File: src/rtl/clk_enable_scheduler_pkg.sv
// Shared types and defaults for the clock-enable scheduler.
package clk_sched_pkg;

  typedef enum logic [1:0] {
    IDLE = 2'd0,
    ARM  = 2'd1,
    RUN  = 2'd2
  } sched_state_t;

  localparam int N_CH_DEF  = 4;
  localparam int DIV_W_DEF = 16;

  // Width of a channel index; never narrower than one bit.
  function automatic int ch_idx_w(input int n);
    return (n > 1) ? $clog2(n) : 1;
  endfunction

endpackage

File: src/rtl/clk_enable_scheduler_if.sv
// Divisor configuration port: valid/ready write of one channel's divisor.
interface clk_enable_scheduler_if
  import clk_sched_pkg::*;
#(
  parameter int N_CH  = N_CH_DEF,
  parameter int DIV_W = DIV_W_DEF
) ();

  localparam int CH_W = ch_idx_w(N_CH);

  logic             cfg_valid;
  logic             cfg_ready;
  logic [CH_W-1:0]  cfg_ch;
  logic [DIV_W-1:0] cfg_div;

  modport master (
    output cfg_valid,
    output cfg_ch,
    output cfg_div,
    input  cfg_ready
  );

  modport slave (
    input  cfg_valid,
    input  cfg_ch,
    input  cfg_div,
    output cfg_ready
  );

endinterface

File: src/rtl/clk_enable_scheduler_channel.sv
// One enable channel: active divisor, phase counter, shadow divisor and
// pending flag. The tick is decoded from registers only.
module clk_sched_channel
  import clk_sched_pkg::*;
#(
  parameter int DIV_W = DIV_W_DEF
) (
  input  logic             clk,
  input  logic             rst_n,
  input  logic             run_i,   // scheduler is in RUN
  input  logic             sync_i,  // realign, already qualified with RUN
  input  logic             wr_i,    // accepted config write to this channel
  input  logic [DIV_W-1:0] wdiv_i,
  output logic             tick_o,
  output logic             pend_o
);

  logic [DIV_W-1:0] div_q, div_d;
  logic [DIV_W-1:0] cnt_q, cnt_d;
  logic [DIV_W-1:0] sdiv_q, sdiv_d;
  logic             pend_q, pend_d;
  logic             wrap;

  // Last cycle of the current period; a zero divisor never wraps.
  assign wrap   = (div_q != '0) && (cnt_q == div_q - DIV_W'(1));
  assign tick_o = run_i && wrap;
  assign pend_o = pend_q;

  // Next-state: counting, shadow loads on wrap/sync, config capture.
  always_comb begin
    div_d  = div_q;
    cnt_d  = cnt_q;
    sdiv_d = sdiv_q;
    pend_d = pend_q;
    if (!run_i) begin
      // Outside RUN the phase is held at zero and writes take effect at once,
      // replacing anything that was still waiting in the shadow register.
      cnt_d = '0;
      if (wr_i) begin
        div_d  = wdiv_i;
        pend_d = 1'b0;
      end
    end else begin
      // Sync, a disabled channel and a normal wrap all restart the phase and
      // are the only moments a shadow divisor may become active, so the old
      // period is never truncated. The sync edge plays the role of the RUN
      // entry edge: counter at zero on the following cycle.
      if (sync_i || (div_q == '0) || wrap) begin
        cnt_d = '0;
        if (pend_q) begin
          div_d  = sdiv_q;
          pend_d = 1'b0;
        end
      end else begin
        cnt_d = cnt_q + DIV_W'(1);
      end
      // A write is only accepted while nothing is pending, so capturing it
      // after the load above keeps it queued for the next wrap.
      if (wr_i) begin
        sdiv_d = wdiv_i;
        pend_d = 1'b1;
      end
    end
  end

  // Channel state registers with synchronous active-low reset.
  always_ff @(posedge clk) begin
    if (!rst_n) begin
      div_q  <= '0;
      cnt_q  <= '0;
      sdiv_q <= '0;
      pend_q <= 1'b0;
    end else begin
      div_q  <= div_d;
      cnt_q  <= cnt_d;
      sdiv_q <= sdiv_d;
      pend_q <= pend_d;
    end
  end

endmodule

File: src/rtl/clk_enable_scheduler.sv
// Periodic clock-enable generator: run/stop FSM, config decode, ready mux
// and N_CH divider channels.
module clk_enable_scheduler
  import clk_sched_pkg::*;
#(
  parameter int N_CH  = N_CH_DEF,
  parameter int DIV_W = DIV_W_DEF
) (
  input  logic                  CLK,
  input  logic                  RST_N,
  input  logic                  run_i,
  input  logic                  sync_i,
  clk_enable_scheduler_if.slave cfg,
  output logic [N_CH-1:0]       tick_o,
  output logic                  running_o
);

  localparam int CH_W    = ch_idx_w(N_CH);
  localparam int CH_SPAN = 1 << CH_W;

  sched_state_t       state_q;
  logic               running_q;
  logic               sync_run;
  logic               cfg_fire;
  logic [CH_SPAN-1:0] pend_vec;

  // Run/stop sequencer; dropping run_i wins over every other transition.
  always_ff @(posedge CLK) begin
    if (!RST_N) begin
      state_q   <= IDLE;
      running_q <= 1'b0;
    end else begin
      case (state_q)
        IDLE: begin
          if (run_i) state_q <= ARM;
        end
        ARM: begin
          if (run_i) begin
            state_q   <= RUN;
            running_q <= 1'b1;
          end else begin
            state_q <= IDLE;
          end
        end
        RUN: begin
          if (!run_i) begin
            state_q   <= IDLE;
            running_q <= 1'b0;
          end
        end
        default: begin
          state_q   <= IDLE;
          running_q <= 1'b0;
        end
      endcase
    end
  end

  assign running_o = running_q;
  assign sync_run  = sync_i && running_q;

  // Ready depends only on the addressed channel's pending flag, never on
  // cfg_valid. Unused index slots read as not pending, so writes to them
  // are accepted and dropped.
  assign cfg.cfg_ready = !running_q || !pend_vec[cfg.cfg_ch];
  assign cfg_fire      = cfg.cfg_valid && cfg.cfg_ready;

  generate
    for (genvar gi = 0; gi < CH_SPAN; gi++) begin : g_ch
      if (gi < N_CH) begin : g_live
        clk_sched_channel #(
          .DIV_W (DIV_W)
        ) u_ch (
          .clk    (CLK),
          .rst_n  (RST_N),
          .run_i  (running_q),
          .sync_i (sync_run),
          .wr_i   (cfg_fire && (cfg.cfg_ch == CH_W'(gi))),
          .wdiv_i (cfg.cfg_div),
          .tick_o (tick_o[gi]),
          .pend_o (pend_vec[gi])
        );
      end else begin : g_pad
        assign pend_vec[gi] = 1'b0;
      end
    end
  endgenerate

endmodule
File: src/flat_wrapper.sv
// flat-port wrapper written by rule: the top's interface ports become plain ports
module clk_enable_scheduler_flat import clk_sched_pkg::*;
#(
  parameter int N_CH  = N_CH_DEF,
  parameter int DIV_W = DIV_W_DEF
)
  (CLK, RST_N, run_i, sync_i, tick_o, running_o, cfg_cfg_valid, cfg_cfg_ch, cfg_cfg_div, cfg_cfg_ready);
  clk_enable_scheduler_if #(.N_CH(N_CH), .DIV_W(DIV_W)) cfg_i ();
  input  logic CLK;
  input  logic RST_N;
  input  logic run_i;
  input  logic sync_i;
  output logic [N_CH-1:0] tick_o;
  output logic running_o;
  input wire logic [$bits(cfg_i.cfg_valid)-1:0] cfg_cfg_valid;
  input wire logic [$bits(cfg_i.cfg_ch)-1:0] cfg_cfg_ch;
  input wire logic [$bits(cfg_i.cfg_div)-1:0] cfg_cfg_div;
  output wire logic [$bits(cfg_i.cfg_ready)-1:0] cfg_cfg_ready;
  assign cfg_i.cfg_valid = cfg_cfg_valid;
  assign cfg_i.cfg_ch = cfg_cfg_ch;
  assign cfg_i.cfg_div = cfg_cfg_div;
  assign cfg_cfg_ready = cfg_i.cfg_ready;
  clk_enable_scheduler #(.N_CH(N_CH), .DIV_W(DIV_W)) u_core (.CLK(CLK), .RST_N(RST_N), .run_i(run_i), .sync_i(sync_i), .cfg(cfg_i), .tick_o(tick_o), .running_o(running_o));
endmodule
File: config.mk
export PLATFORM = sky130hd
export DESIGN_NAME = clk_enable_scheduler_flat
export DESIGN_NICKNAME = d
export VERILOG_FILES = /design/src/rtl/clk_enable_scheduler_pkg.sv /design/src/rtl/clk_enable_scheduler_if.sv /design/src/rtl/clk_enable_scheduler_channel.sv /design/src/rtl/clk_enable_scheduler.sv /design/src/flat_wrapper.sv
export SDC_FILE = /design/constraint.sdc
export NUM_CORES = 1
export LEC_CHECK = 0
export CORE_UTILIZATION = 60
export DETAILED_ROUTE_END_ITERATION = 16
export HOLD_SLACK_MARGIN = 0.08
export PLACE_DENSITY = 0.78
export SLEW_MARGIN = 40
export SYNTH_ARGS = -nofsm -noshare
export SYNTH_HDL_FRONTEND = slang
export SYNTH_SLANG_ARGS = --single-unit
File: constraint.sdc
create_clock -name CLK -period 7.04 [get_ports CLK]
set_clock_uncertainty 0.1 [all_clocks]
set_input_delay 1.408 -clock CLK [delete_from_list [all_inputs] [get_ports CLK]]
set_output_delay 1.408 -clock CLK [all_outputs]
set_load 0.02 [all_outputs]
==> Word level (Yosys, flattened, before mapping) <==
Index checks and enable logic that the tools add are counted.
Widths: inputs -> output; s select.
{ "classes": {"n_reduce_logical": 61, "n_bitwise": 3, "addsub": 8, "muxes": 41, "n_lt_le_gt_ge": 1, "n_eq_ne": 20} }
{ "ops": {"columns": ["operator", "count"], "rows": [
  ["$mux 16", 16],
  ["$add 16x1->16 const B", 4],
  ["$eq 16x16->1", 4],
  ["$logic_not 16->1", 4],
  ["$reduce_bool 16->1", 4],
  ["$sub 16x1->16 const B", 4],
  ["$ne 2x2->1 const B", 11],
  ["$mux 1", 19],
  ["$reduce_and 2->1", 9],
  ["$reduce_bool 2->1", 8],
  ["$reduce_and 3->1", 5],
  ["$logic_and 1x1->1", 14],
  ["$reduce_or 3->1", 4],
  ["$logic_or 1x1->1", 9],
  ["$eq 2x2->1 const B", 3],
  ["$mux 2", 3],
  ["$pmux 2 s3", 1],
  ["$eq 2x1->1 const B", 2],
  ["$logic_not 2->1", 2],
  ["$lt 2x3->1 const B", 1],
  ["$not 1->1", 3],
  ["$pmux 1 s3", 1],
  ["$bmux 1 s2", 1],
  ["$logic_not 1->1", 2]
]} }
{ "totals": {"regBits": 199, "input_bits": 23, "elab_cells": 152, "output_inout_bits": 6} }

==> Logic depth before layout (Yosys ltp) <==
Gate-level depths: netlist (run 1).
{ "depth": {"depth_word": 8, "mapped_depth": 12} }

==> Cells and area by module <==
Synthesis (run 1) repeated with hierarchy kept, for this count alone.
{ "hier_totals": {"hier_cells": 1425, "hier_area_um2": 11676.2} }
{ "modules_own_cells": {"columns": ["module", "area_per_inst_um2", "instances", "seq_area_each_um2", "cells_per_inst"], "rows": [
  ["clk_sched_channel at u_core.g_ch[0].g_live.u_ch ...", 2922.8, 3, 980.9, 358],
  ["clk_sched_channel at u_core.g_ch[3].g_live.u_ch", 2720.1, 1, 980.9, 329],
  ["clk_enable_scheduler", 187.7, 1, 60.1, 22]
]} }

==> Worst setup path before layout (run 1) <==
OpenSTA, ideal clock, no wires.
{ "synth_timing": {"path_kind": "register to output", "from": "reg u_core.g_ch[3].g_live.u_ch.div_q[0]", "to": "out tick_o[3]", "arrival_time_ps": 2590, "setup_slack_ps": 2942, "path_stages_with_launch": 9, "path_buffers": 1, "cell_sequence": "dfxtp_1 or4_4 or4_4 mux2_2 nand2_1 or3_1 or3_1 a211oi_1 buf_4"} }
{ "synth_via": {"elab_chain_len": 4} }
{ "synth_lines": {"columns": ["item", "line_no", "rtl"], "rows": [
  ["from (decl)", "clk_enable_scheduler_channel.sv:18", "logic [DIV_W-1:0] div_q, div_d;"],
  ["from (signal assigned)", "clk_enable_scheduler_channel.sv:74", "div_q <= div_d;"],
  ["$sub 16x1->16", "clk_enable_scheduler_channel.sv:25", "assign wrap = (div_q != '0) && (cnt_q == div_q - DIV_W'(1));"],
  ["$eq 16x16->1", "clk_enable_scheduler_channel.sv:25", null],
  ["$logic_and 1x1->1 (*)", "clk_enable_scheduler_channel.sv:25", null],
  ["$logic_and 1x1->1 (*)", "clk_enable_scheduler_channel.sv:26", "assign tick_o = run_i && wrap;"],
  ["to (decl)", "flat_wrapper.sv:13", "output logic [N_CH-1:0] tick_o;"]
]} }
Mark *: on every way between the ends. The rest lies on a longest branch, timed or not.

==> Worst setup path after layout (run 1) <==
Ends and elaborated chain as after synthesis.

==> results.sh, run 1 <==
export IMPL_status="completed"
export IMPL_synth_area_top_cells="dfxtp_1, xor2_1, xnor2_1"
export IMPL_dr_pass1_iters=6
export IMPL_layout_nets=1260
export IMPL_syn_num_nets=1292
export IMPL_cts_resized=0
export IMPL_ys_seq_area_share_pct=38.0
export IMPL_insertion_delay_ps=430
export IMPL_netlist_instances=1261
export IMPL_syn_to_final_growth_pct=8.51
export IMPL_antenna_found_initial=1
export IMPL_cp_max_fo=6
export IMPL_synth_seq_cells=199
export IMPL_place_gp_congestion=0.898
export IMPL_routed_wl_um=25200
export IMPL_path_cells="or4_4 > or4_4 > mux2_2 > nand2_1 > or3_1 > or3_1 > a211oi_1 > clkdlybuf4s50_1"
export IMPL_fin_crit_sh_pct=73.4
export IMPL_drt_wirelength_per_cell_um=17.2
export IMPL_vias_per_cell=6.09
export IMPL_cap_violations=0
export IMPL_grt_max_degree=87
export IMPL_placed_area_sq_um=10700
export IMPL_syn_area_sq_um=10500
export IMPL_ir_worst_vdd_uv=213
export IMPL_cp_arrival_ps=3660
export IMPL_critPathKind="flip-flop to primary output"
export IMPL_cts_path_max_buffers=2
export IMPL_fin_tns_setup_ps=0
export IMPL_fill_cells=1399
export IMPL_cts_tree="yes"
export IMPL_slew_headroom_pct=45.5
export IMPL_synth_edf_count=0
export IMPL_synthArstFlopShare_pct=0
export IMPL_fin_area_sq_um=11400
export IMPL_slowest_delay_ps=650
export IMPL_cellPowerDensity_nw_per_um2=233
export IMPL_syn_area_per_cell_sq_um=8.30
export IMPL_fmax_ghz=0.194
export IMPL_cp_required_ps=5530
export IMPL_layout_commonest_cell="dfxtp_1"
export IMPL_drc=0
export IMPL_end_kind="primary output"
export IMPL_cts_root_buf="clkbuf_16"
export IMPL_ys_flop_type="dfxtp_1"
export IMPL_ios=29
export IMPL_die_area_sq_um=18000
export IMPL_clkSlewWorstSetupHoldPaths_ps=70
export IMPL_start_util_pct=62.3
export IMPL_dp_final_hpwl_um=17500
export IMPL_final_cell_mix="dfxtp_1, nor2_1, nand2_1, a21oi_1, xor2_1"
export IMPL_slowest_stage="clkdlybuf4s50_1"
export IMPL_global_route_overflow_total=0
export IMPL_power_leakage_nw=4.56
export IMPL_finalSetupViolCount=0
export IMPL_hp_class="flip-flop to flip-flop"
export IMPL_yosysUniqueCellTypes=75
export IMPL_rows=47
export IMPL_final_antenna_net_count=0
export IMPL_die_width_um=134
export IMPL_slew_viol_final=0
export IMPL_rsz0062_at_grt="false"
export IMPL_track_usage_pct=29.2
export IMPL_utilization_pct=67.5
export IMPL_yosysTopAreaCellShare_pct=38.0
export IMPL_yosys_warnings=0
export IMPL_die_y_um=134
export IMPL_portBuffers=28
export IMPL_hold_viol_final=0
export IMPL_grt_pass1_vias=8254
export IMPL_cts_setup_buffers=0
export IMPL_core_sq_um=16800
export IMPL_n_antenna_cell=0
export IMPL_cts_buffers=17
export IMPL_tightest_slew_ps=817
export IMPL_finalCriticalPeriod_ps=5170
export IMPL_drive_gt1_share_pct=5.80
export IMPL_postCtsHoldBufs=0
export IMPL_start_kind="flip-flop"
export IMPL_htreeDepth=4
export IMPL_grt_pass1_wl_um=42000
export IMPL_clkSinkCount=199
export IMPL_yosysTopAreaCell="dfxtp_1"
export IMPL_drtIter0Drc=841
export IMPL_vias=8903
worst paths after layout:
kind	start	depth (start not counted)	to	slack (ps)
max	u_core.g_ch[3].g_live.u_ch.div_q[0]$_SDFFE_PN0P_	8	tick_o[3]	1870
min	u_core.g_ch[3].g_live.u_ch.sdiv_q[1]$_SDFFE_PN0P_	2	u_core.g_ch[3].g_live.u_ch.sdiv_q[1]$_SDFFE_PN0P_	360
max reg2reg	u_core.g_ch[0].g_live.u_ch.div_q[0]$_SDFFE_PN0P_	10	u_core.g_ch[0].g_live.u_ch.div_q[0]$_SDFFE_PN0P_	3320
min reg2reg	u_core.g_ch[3].g_live.u_ch.sdiv_q[1]$_SDFFE_PN0P_	2	u_core.g_ch[3].g_live.u_ch.sdiv_q[1]$_SDFFE_PN0P_	360
per-stage QoR:
| stage | setup WS (ps) | hold slack [ps] | total power [mW] | instances |
|---|---|---|---|---|
| finish | 1870 | 360 | 2.64 | 1462 |
| global route | 1680 | 370 | 2.75 | 1462 |
| CTS | 1860 | 359 | 2.65 | 1462 |
| detailed placement | 2350 | 350 | 1.58 | 1430 |
| global placement | 2350 | 341 | 1.57 | 1430 |
| floorplan | 2940 | 336 | 1.48 | 1261 |
synth_stat cells, drive strengths merged, types with 4 or more instances:
cell type	instances
nor2	134
nor3	18
nor4	18
or3	16
a21oi	106
or4	9
nor3b	6
clkbuf	62
nand2b	7
inv	29
a31oi	6
and4	6
dfxtp	199
o311a	17
o2111ai	4
nand4	21
nand3	62
o31ai	4
a211oi	7
nor2b	19
o311ai	4
mux2i	49
nand2	108
xnor2	66
a2111oi	4
xor2	70
o21ai	67
and2	20
o211a	19
buf	23
o211ai	7
ha	8
and3	18
metal layers:
metal,track usage [%],vias up,part of all wire [%]
met5,0,-,0
met1,39.4,4212,44
met4,10.1,0,2.6
li1,-,4377,-
met2,47.4,260,47
met3,4.95,54,6.1
registers in the layout (all words and copies together), names as in the netlist:
signal                          count
u_core.g_ch.g_live.u_ch.cnt_q      64
u_core.g_ch.g_live.u_ch.div_q      64
u_core.g_ch.g_live.u_ch.sdiv_q     64
u_core.g_ch.g_live.u_ch.pend_o      4
u_core.state_q                      2
u_core.running_o                    1
where the power goes:
group          leakage [nW]  internal, mW  switching, mW  total [mW]
Sequential             1.61          1.15         0.0369        1.19
Clock                 0.316         0.650          0.428        1.08
Combinational          2.63         0.156          0.220       0.376
cell type report:
type	instances	area, sq um	area share (%)
clock buffer	20	457	4.02
timing repair buffer	34	320	2.82
tap	220	275	2.42
inverter	29	109	0.958
sequential	199	3990	35.1
clock inverter	12	198	1.74
multi-input combinational	948	6020	53.0
worst max-delay path, delay by kind of cell, from the launching register on:
| family | cells | cell delay [ps] |
|---|---|---|
| buf+inv | 1 | 650 |
| flops | 1 | 360 |
| mux | 1 | 250 |
| simple gates | 5 | 1710 |
| compound gates | 1 | 250 |
logic make-up after synthesis:
logic type,count (synthesis),synth area share [%]
simple gates,478,22.8
compound gates,274,17.0
xor+xnor,136,11.4
fa+ha+maj,8,0.956
mux,52,5.01
buf+inv,114,4.80
flops,199,38.0
No activity file was read; power rests on OpenSTA's default activity.
==> run 2, diff against run 1 <==
Clock period 7.04 ns to 5.2 ns, I/O delays scaled along.
==> run 2 against run 1 <==
  * Combinational power rose by 36%
  * Power increased by 30%
  * Highest routed layer unchanged
  * Via count is 1.1% higher
  * Largest power group unchanged
  * Cell count up 0.21%
==> results.sh, run 2 (synthesis results as in run 1) <==
export IMPL_status="completed"
export IMPL_p_switching_mw=0.908
export IMPL_track_usage_pct=29.2
export IMPL_postCtsHoldBufs=0
export IMPL_cap_violations=0
export IMPL_fin_tns_setup_ps=0
export IMPL_final_antenna_net_count=0
export IMPL_fin_crit_sh_pct=92.7
export IMPL_ios=29
export IMPL_drt_wirelength_per_cell_um=17.4
export IMPL_vias=8999
export IMPL_hp_class="flip-flop to flip-flop"
export IMPL_drc=0
export IMPL_cp_max_fo=9
export IMPL_end_kind="primary output"
export IMPL_cts_root_buf="clkbuf_16"
export IMPL_cp_required_ps=4060
export IMPL_final_cell_mix="dfxtp_1, nor2_1, nand2_1, a21oi_1, xor2_1"
export IMPL_clkSinkCount=199
export IMPL_ir_worst_vdd_uv=240
export IMPL_cts_tree="yes"
export IMPL_die_width_um=134
export IMPL_start_util_pct=62.3
export IMPL_p_sw_share_pct=26.4
export IMPL_p_clk_share_pct=38.2
export IMPL_layout_commonest_cell="dfxtp_1"
export IMPL_cts_setup_buffers=0
export IMPL_dr_pass1_iters=6
export IMPL_portBuffers=28
export IMPL_fill_cells=1436
export IMPL_htreeDepth=4
export IMPL_die_y_um=134
export IMPL_fin_area_sq_um=11300
export IMPL_tightest_slew_ps=789
export IMPL_cts_path_max_buffers=2
export IMPL_cp_arrival_ps=3680
export IMPL_syn_to_final_growth_pct=7.84
export IMPL_internal_power_mw=2.53
export IMPL_core_sq_um=16800
export IMPL_cellPowerDensity_nw_per_um2=304
export IMPL_finalCriticalPeriod_ps=4820
export IMPL_drtIter0Drc=873
export IMPL_insertion_delay_ps=440
export IMPL_grt_max_degree=53
export IMPL_vias_per_cell=6.14
export IMPL_top_regs="u_core.g_ch.g_live.u_ch.cnt_q x64, u_core.g_ch.g_live.u_ch.div_q x64, u_core.g_ch.g_live.u_ch.sdiv_q x64"
export IMPL_hp_start="u_core.g_ch[1].g_live.u_ch.sdiv_q[14]$_SDFFE_PN0P_"
export IMPL_place_gp_congestion=0.886
export IMPL_seqPwrFrac_pct=46.9
export IMPL_reg2reg_from="u_core.g_ch[0].g_live.u_ch.div_q[0]$_SDFFE_PN0P_"
export IMPL_grt_pass1_vias=8109
export IMPL_startpoint="u_core.g_ch[0].g_live.u_ch.div_q[0]$_SDFFE_PN0P_"
export IMPL_cts_resized=0
export IMPL_start_kind="flip-flop"
export IMPL_comb_power_share_pct=14.9
export IMPL_drive_gt1_share_pct=5.30
export IMPL_grt_pass1_wl_um=41600
export IMPL_slew_headroom_pct=47.0
export IMPL_placed_area_sq_um=10700
export IMPL_power_leakage_nw=4.54
export IMPL_critPathKind="flip-flop to primary output"
export IMPL_dp_final_hpwl_um=17600
export IMPL_global_route_overflow_total=0
export IMPL_n_antenna_cell=0
export IMPL_routed_wl_um=25600
export IMPL_die_area_sq_um=18000
export IMPL_slew_viol_final=0
export IMPL_antenna_found_initial=1
export IMPL_finalSetupViolCount=0
export IMPL_hold_viol_final=0
export IMPL_clkSlewWorstSetupHoldPaths_ps=70
export IMPL_cts_buffers=17
export IMPL_fmax_ghz=0.207
export IMPL_layout_nets=1265
export IMPL_rows=47
export IMPL_rsz0062_at_grt="false"
run 2: through the flow:
step	utilization (%)	setup slack, ps	hold WS, ps	cells	power (mW)
5_1_grt	67.1	173	373	1465	3.56
2_1_floorplan	-	1470	336	1261	2.01
4_1_cts	67.1	395	357	1465	3.43
6_report	67.1	379	357	1465	3.44
3_3_place_gp	63.7	867	341	1435	2.13
3_5_place_dp	63.8	883	348	1435	2.14
run 2: final cells by class:
| cell class | count | area, sq um | area share (%) |
|---|---|---|---|
| clock buffers | 27 | 503 | 4.45 |
| clock inverters | 3 | 65.1 | 0.576 |
| inverters | 29 | 109 | 0.964 |
| multi-input cells | 948 | 6000 | 53.1 |
| flip-flops and latches | 199 | 3990 | 35.3 |
| well taps | 220 | 275 | 2.44 |
| repair buffers | 39 | 358 | 3.17 |
run 2: metal layers:
metal	up-vias	GRT usage (%)	share of wire, %
met2	302	45.9	45
li1	4389	-	-
met4	0	11.6	3.0
met1	4257	40.0	46
met5	-	0	0
met3	51	4.80	5.9
run 2: power by group through the flow:
stage / clock network, mW / registers (mW) / logic, mW
2_1_floorplan: 0 / 1.62 / 0.386
3_3_place_gp: 0 / 1.64 / 0.490
3_5_place_dp: 0 / 1.64 / 0.498
4_1_cts: 1.32 / 1.61 / 0.503
5_1_grt: 1.39 / 1.61 / 0.559
6_report: 1.31 / 1.61 / 0.513
run 2: worst paths after layout:
check        slack (ps)                                            endpoint  depth (start not counted)
min                 360  u_core.g_ch[1].g_live.u_ch.sdiv_q[14]$_SDFFE_PN0P_                          2
min reg2reg         360  u_core.g_ch[1].g_live.u_ch.sdiv_q[14]$_SDFFE_PN0P_                          2
max reg2reg        1500    u_core.g_ch[0].g_live.u_ch.div_q[0]$_SDFFE_PN0P_                         10
max                 380                                           tick_o[0]                          8
run 2: critical path, cell delays in order, from the launching register on:
cell	delay, ps
dfxtp_1	370
or4_1	710
or3_1	380
a311oi_1	370
and3_1	210
o211ai_1	100
nor4_1	290
and3_1	210
clkdlybuf4s50_1	610
